**src/rtl/approx_adder_arbiter.sv**
```systemverilog
// approx_adder_arbiter: round-robin front end sharing one combinational
// approximate adder among N requesters, with a valid/ready response channel.
// Optional macro ERROR_MONITOR_EN adds an exact-reference error monitor;
// without it err_abs, err_nz_cnt and op_cnt are tied to zero.
module approx_adder_arbiter #(
    parameter int unsigned W    = 26,
    parameter int unsigned N    = 4,
    parameter int unsigned IDW  = 2,
    parameter int unsigned CNTW = 32
) (
    input  logic              clk,
    input  logic              rst,
    input  logic [N-1:0]      req_valid,
    output logic [N-1:0]      req_ready,
    input  logic [N*W-1:0]    req_in1,
    input  logic [N*W-1:0]    req_in2,
    input  logic [N-1:0]      req_add_sub,
    output logic [W-1:0]      add_in1,
    output logic [W-1:0]      add_in2,
    output logic              add_add_sub,
    input  logic [W:0]        add_res,
    output logic              rsp_valid,
    input  logic              rsp_ready,
    output logic [IDW-1:0]    rsp_id,
    output logic [W:0]        rsp_res,
    output logic [W:0]        err_abs,
    output logic [CNTW-1:0]   err_nz_cnt,
    output logic [CNTW-1:0]   op_cnt
);

    typedef enum logic [1:0] {
        S_IDLE = 2'd0,
        S_EXEC = 2'd1,
        S_RESP = 2'd2
    } state_e;

    state_e          state_q, state_d;
    logic [IDW-1:0]  ptr_q, ptr_d;
    logic [IDW-1:0]  gnt_q, gnt_d;
    logic [W-1:0]    add_in1_q, add_in1_d;
    logic [W-1:0]    add_in2_q, add_in2_d;
    logic            add_sub_q, add_sub_d;
    logic            rsp_valid_q, rsp_valid_d;
    logic [IDW-1:0]  rsp_id_q, rsp_id_d;
    logic [W:0]      rsp_res_q, rsp_res_d;

    logic            found_c;
    logic [IDW-1:0]  gnt_idx_c;
    int unsigned     scan_idx;
    logic [N-1:0]    valid_sh;
    logic [W-1:0]    sel_in1_c;
    logic [W-1:0]    sel_in2_c;
    logic [N-1:0]    sel_sub_sh;

    // Round-robin scan: first pending requester at or after the pointer.
    always_comb begin
        found_c   = 1'b0;
        gnt_idx_c = '0;
        scan_idx  = 0;
        valid_sh  = '0;
        for (int unsigned k = 0; k < N; k++) begin
            scan_idx = 32'(ptr_q) + k;
            if (scan_idx >= N) begin
                scan_idx = scan_idx - N;
            end
            valid_sh = req_valid >> scan_idx;
            if (!found_c && valid_sh[0]) begin
                found_c   = 1'b1;
                gnt_idx_c = IDW'(scan_idx);
            end
        end
    end

    // Operand mux for the winning requester.
    always_comb begin
        sel_in1_c  = W'(req_in1 >> (32'(gnt_idx_c) * W));
        sel_in2_c  = W'(req_in2 >> (32'(gnt_idx_c) * W));
        sel_sub_sh = req_add_sub >> gnt_idx_c;
    end

    // Next-state and grant logic; grants only issue from IDLE.
    always_comb begin
        state_d     = state_q;
        ptr_d       = ptr_q;
        gnt_d       = gnt_q;
        add_in1_d   = add_in1_q;
        add_in2_d   = add_in2_q;
        add_sub_d   = add_sub_q;
        rsp_valid_d = rsp_valid_q;
        rsp_id_d    = rsp_id_q;
        rsp_res_d   = rsp_res_q;
        req_ready   = '0;
        case (state_q)
            S_IDLE: begin
                if (found_c && !rst) begin
                    req_ready = N'(1) << gnt_idx_c;
                    gnt_d     = gnt_idx_c;
                    add_in1_d = sel_in1_c;
                    add_in2_d = sel_in2_c;
                    add_sub_d = sel_sub_sh[0];
                    state_d   = S_EXEC;
                end
            end
            S_EXEC: begin
                rsp_res_d   = add_res;
                rsp_id_d    = gnt_q;
                rsp_valid_d = 1'b1;
                state_d     = S_RESP;
            end
            S_RESP: begin
                if (rsp_ready) begin
                    rsp_valid_d = 1'b0;
                    ptr_d       = (gnt_q == IDW'(N - 1)) ? '0 : gnt_q + IDW'(1);
                    state_d     = S_IDLE;
                end
            end
            default: begin
                state_d = S_IDLE;
            end
        endcase
    end

    // State and datapath registers with synchronous reset.
    always_ff @(posedge clk) begin
        if (rst) begin
            state_q     <= S_IDLE;
            ptr_q       <= '0;
            gnt_q       <= '0;
            add_in1_q   <= '0;
            add_in2_q   <= '0;
            add_sub_q   <= 1'b0;
            rsp_valid_q <= 1'b0;
            rsp_id_q    <= '0;
            rsp_res_q   <= '0;
        end else begin
            state_q     <= state_d;
            ptr_q       <= ptr_d;
            gnt_q       <= gnt_d;
            add_in1_q   <= add_in1_d;
            add_in2_q   <= add_in2_d;
            add_sub_q   <= add_sub_d;
            rsp_valid_q <= rsp_valid_d;
            rsp_id_q    <= rsp_id_d;
            rsp_res_q   <= rsp_res_d;
        end
    end

    assign add_in1     = add_in1_q;
    assign add_in2     = add_in2_q;
    assign add_add_sub = add_sub_q;
    assign rsp_valid   = rsp_valid_q;
    assign rsp_id      = rsp_id_q;
    assign rsp_res     = rsp_res_q;

`ifdef ERROR_MONITOR_EN
    logic [W:0]      exact_c;
    logic [W:0]      err_abs_q, err_abs_d;
    logic [CNTW-1:0] op_cnt_q, op_cnt_d;
    logic [CNTW-1:0] err_nz_cnt_q, err_nz_cnt_d;

    // Exact reference, absolute error and saturating counters.
    always_comb begin
        exact_c      = add_sub_q ? ({1'b0, add_in1_q} - {1'b0, add_in2_q})
                                 : ({1'b0, add_in1_q} + {1'b0, add_in2_q});
        err_abs_d    = err_abs_q;
        op_cnt_d     = op_cnt_q;
        err_nz_cnt_d = err_nz_cnt_q;
        if (state_q == S_EXEC) begin
            err_abs_d = (add_res >= exact_c) ? (add_res - exact_c) : (exact_c - add_res);
        end
        if (state_q == S_RESP && rsp_ready) begin
            if (op_cnt_q != '1) begin
                op_cnt_d = op_cnt_q + CNTW'(1);
            end
            if (err_abs_q != '0 && err_nz_cnt_q != '1) begin
                err_nz_cnt_d = err_nz_cnt_q + CNTW'(1);
            end
        end
    end

    // Monitor registers.
    always_ff @(posedge clk) begin
        if (rst) begin
            err_abs_q    <= '0;
            op_cnt_q     <= '0;
            err_nz_cnt_q <= '0;
        end else begin
            err_abs_q    <= err_abs_d;
            op_cnt_q     <= op_cnt_d;
            err_nz_cnt_q <= err_nz_cnt_d;
        end
    end

    assign err_abs    = err_abs_q;
    assign op_cnt     = op_cnt_q;
    assign err_nz_cnt = err_nz_cnt_q;
`else
    assign err_abs    = '0;
    assign op_cnt     = '0;
    assign err_nz_cnt = '0;
`endif

endmodule

```
**config.mk**
```make
export PLATFORM = sky130hd
export DESIGN_NAME = approx_adder_arbiter
export DESIGN_NICKNAME = d
export VERILOG_FILES = /design/src/rtl/approx_adder_arbiter.sv
export SDC_FILE = /design/constraint.sdc
export NUM_CORES = 1
export LEC_CHECK = 0
export ABC_AREA = 1
export CAP_MARGIN = 5
export CORE_AREA = 2 2 163 165
export CTS_CLUSTER_SIZE = 30
export DETAILED_ROUTE_END_ITERATION = 6
export DIE_AREA = 0 0 165 167
export GPL_TIMING_DRIVEN = 0
export HOLD_SLACK_MARGIN = 0.1
export PLACE_DENSITY = 0.55
export SYNTH_ARGS = -nofsm -noshare
export SYNTH_HDL_FRONTEND = slang
export SYNTH_SLANG_ARGS = --single-unit
```
**constraint.sdc**
```tcl
create_clock -name clk -period 3.52 [get_ports clk]
set_input_delay 0.704 -clock clk [delete_from_list [all_inputs] [get_ports clk]]
set_output_delay 0.704 -clock clk [all_outputs]
set_load 0.02 [all_outputs]
```
==> results of run 1 <==
==> cells by family after synthesis <==
kind of cell    share of synthesized area
flops                               0.285
compound gates                     0.0338
simple gates                        0.459
buf+inv                             0.210
fa+ha+maj                          0.0120
other cells                      0.000599
==> power groups by stage <==
stage	logic, mW	registers (mW)	clock network [mW]
floorplan	1.03	1.42	0
global placement	2.12	1.26	0
detailed placement	2.12	1.26	0
CTS	2.15	1.24	1.04
global route	2.35	1.26	1.08
finish	2.12	1.24	1.01
==> through the flow <==
| step | area [µm²] | hold slack [ns] | setup TNS (ns) | power, mW | setup slack [ns] |
|---|---|---|---|---|---|
| global placement | 10300 | 0.452 | -2.67 | 3.38 | -0.702 |
| CTS | 10700 | 0.476 | 0 | 4.43 | 0.000582 |
| detailed placement | 10300 | 0.462 | -2.66 | 3.38 | -0.684 |
| floorplan | 6590 | 0.477 | 0 | 2.44 | 0.559 |
| global route | 10700 | 0.502 | 0 | 4.69 | 0.00618 |
| finish | 10700 | 0.479 | 0 | 4.37 | 0.229 |
==> repair_timing <==
item,CTS,global route
resized for setup,19,9
pin swaps,2,1
setup endpoints to repair,4,4
buffers inserted,3,1
==> cell usage after synthesis <==
cell and count:
nand2_1 445, inv_2 1, nor2_2 2, nand4_1 1, clkbuf_1 26, a21oi_1 6, buf_1 1, o21ai_0 33
nand3b_1 1, inv_1 70, buf_4 97, inv_6 1, buf_2 26, dfxtp_1 89, nand3_2 3, nor3_1 1
nand2_2 3, nand3_1 169, buf_6 7, nor2_4 1, a21oi_4 1, nor2_1 70, ha_1 6, conb_1 1
==> worst max path at each step <==
stage / startpoint / end / slack [ns] / cells past startpoint
floorplan: ptr_q[0] / req_ready[2] / 0.56 / 13
global placement: req_valid[3] / req_ready[1] / -0.70 / 15
detailed placement: req_valid[3] / req_ready[0] / -0.68 / 15
CTS: ptr_q[0] / req_ready[2] / 0.0006 / 15
global route: req_valid[3] / req_ready[2] / 0.006 / 16
finish: req_valid[3] / req_ready[1] / 0.23 / 15
==> worst register-to-register path, stage by stage (launching register included) <==
cell	delay, ns
dfxtp_2	0.37
buf_6	0.15
inv_6	0.05
ha_1	0.32
inv_2	0.07
nand3_1	0.08
nand2_1	0.06
nor2_2	0.14
nand4_1	0.11
nand2_2	0.11
buf_4	0.19
buf_1	0.44
nand3_1	0.25
nand2_1	0.14
nand2_1	0.06
nand3_1	0.08
nand2_1	0.05
inv_1	0.06
==> state kept, by name, indices dropped and copies added, names as in the netlist <==
| signal | count |
|---|---|
| add_in1 | 26 |
| gnt_q | 2 |
| state_q | 2 |
| rsp_res | 27 |
| add_add_sub | 1 |
| ptr_q | 2 |
| rsp_valid | 1 |
| rsp_id | 2 |
| add_in2 | 26 |
==> area by class of cell <==
type,instances,area (µm²),share of cell area
multi-input cells,833,3520,0.329
plain buffers,156,1050,0.0983
well taps,335,419,0.0392
flip-flops and latches,89,1780,0.167
repair buffers,336,3340,0.312
inverters,72,275,0.0257
clock inverters,7,81.3,0.00761
clock buffers,9,225,0.0211
diodes,1,2.50,0.000234
==> metal layers <==
| layer | track usage | vias to the layer above | wire length, µm |
|---|---|---|---|
| met2 | 0.359 | 287 | 14100 |
| met3 | 0.0655 | 38 | 2580 |
| met4 | 0.0673 | 0 | 835 |
| li1 | - | 3973 | - |
| met1 | 0.225 | 3335 | 11000 |
| met5 | 0 | - | 0 |
==> impl_metrics.toml, run 1 <==
[power_and_ir_drop]
p_per_area_mw_per_mm2 = 409
vdd_ir_drop_max_v = 0.000217
p_sw_mw = 1.79
p_leak_nw = 5.51
combPwrFrac = 0.485
p_int_mw = 2.58
switching_share = 0.410
clkPwrFrac = 0.231
seqPwrFrac = 0.283

[critical_path]
critPathTopFamily = "buffers and inverters"
worstPathCellList = "clkdlybuf4s50_1, inv_1, nand2_1, nand3_1, nand2_1, inv_2, nand3_1, nand2_1, nor2_4, nand2_1, nor2_4, buf_8, inv_1, nor2_1, buf_2"
start_kind = "input pin"
arrival_ns = 2.59
critPathMaxFanout = 10
path_class = "input pin to output port"
critPathMaxStageDelay_ns = 0.48
r2r_start = "ptr_q[0]"
cp_common_cell = "nand2_1"
cp.buffers_inverters = 6
r2r_setup_slack_ns = 0.74
cp-end-kind = "output port"
rr_endpoint = "add_in2[6]"
required_ns = 2.82
reg2reg_depth = 17
worst_path_max_delay_cell = "clkdlybuf4s50_1"

[hold_path]
hold_depth = 2
hp-class = "register to register"
hp-start = "rsp_valid"
holdPathEnd = "rsp_valid"

[sta]
worst_pin_slew_ns = 0.583
fin_skew_ns = 0.0115
rsz0062_at_grt = "no"
slew_headroom = 0.611
period_share = 0.935
timing.fmax_mhz = 304
hold_viol_final = 0
min_period_ns = 3.29
final_max_slew_viol_count = 0
setup_viol = 0

[cts]
clk_latency_ns = 0.37
cts_buffers = 9
cts_tree = "done"
cts_root_buf = "clkbuf_16"
cts.sinks = 89
clkSlewWorstSetupHoldPaths_ns = 0.07
htreeDepth = 3
ctsHoldBuffers = 0
clock_path_buffers = 2

[finish]
drive_gt1_frac = 0.113
post-route-util = 0.415
mostFrequentLayoutCell = "nand2_1"
nFillCells = 2855
area.growth.synth_to_final_pct = 70.9
fin_cells = 1838
final_cell_mix = "nand2_1, clkdlybuf4s50_1, nand3_1"
layout.nets = 1749

[placement]
place.gp.congestion = 0.821
dp.final_hpwl_mm = 22.7
place_inst = 1818
port_buffers = 332

[global_route]
overflow = 0
antenna_found_initial = 1
grt_usage = 0.202
grt_max_degree = 20
grt_first_pass_wirelength_mm = 42.3
grt_pass1_vias = 7477

[routing]
wl_per_cell_um = 15.5
totalWireLength_mm = 28.5
drc = 0
via_per_inst = 4.15
vias = 7633
drtIter0Drc = 325
firstDrtPassIters = 5
final_antenna_net_count = 0

[synthesis]
netlist-cell-type-count = 24
netlist_instances = 1061
netlist_area_mm2 = 0.00626
synth_top_area_cell = "dfxtp_1"
yosysTopAreaCellShare = 0.285
synth_area_per_cell_um2 = 5.90
synth-seq-cells = 89
synth-seq-area-share = 0.285
ys_top_cells_by_area = "dfxtp_1, nand2_1, nand3_1, buf_4, inv_1"
synth_warnings = 0

[floorplan]
die-height_um = 167
num_rows = 59
coreArea_mm2 = 0.0258
ios = 424
start_util = 0.243
fp.dieW_um = 165
die_area_mm2 = 0.0276

[run]
max-cap-violations = 0

[status]
status = "complete, no violations"
Power figures use the tool's default switching activity.
==> run 2, diff against run 1 <==
--- a/config.mk
+++ b/config.mk
@@ -8,7 +8,6 @@
 export ABC_AREA = 1
 export CAP_MARGIN = 5
 export CORE_AREA = 2 2 163 165
-export CTS_CLUSTER_SIZE = 30
 export DETAILED_ROUTE_END_ITERATION = 6
 export DIE_AREA = 0 0 165 167
 export GPL_TIMING_DRIVEN = 0
==> results of run 2 <==
Final layout, timing and power as in run 1 (identical DEF).
==> run 3, diff against run 2 <==
--- a/config.mk
+++ b/config.mk
@@ -13,6 +13,7 @@
 export GPL_TIMING_DRIVEN = 0
 export HOLD_SLACK_MARGIN = 0.1
 export PLACE_DENSITY = 0.55
+export SLEW_MARGIN = 0
 export SYNTH_ARGS = -nofsm -noshare
 export SYNTH_HDL_FRONTEND = slang
 export SYNTH_SLANG_ARGS = --single-unit
==> results of run 3 <==
Final layout, timing and power as in run 1 (identical DEF).
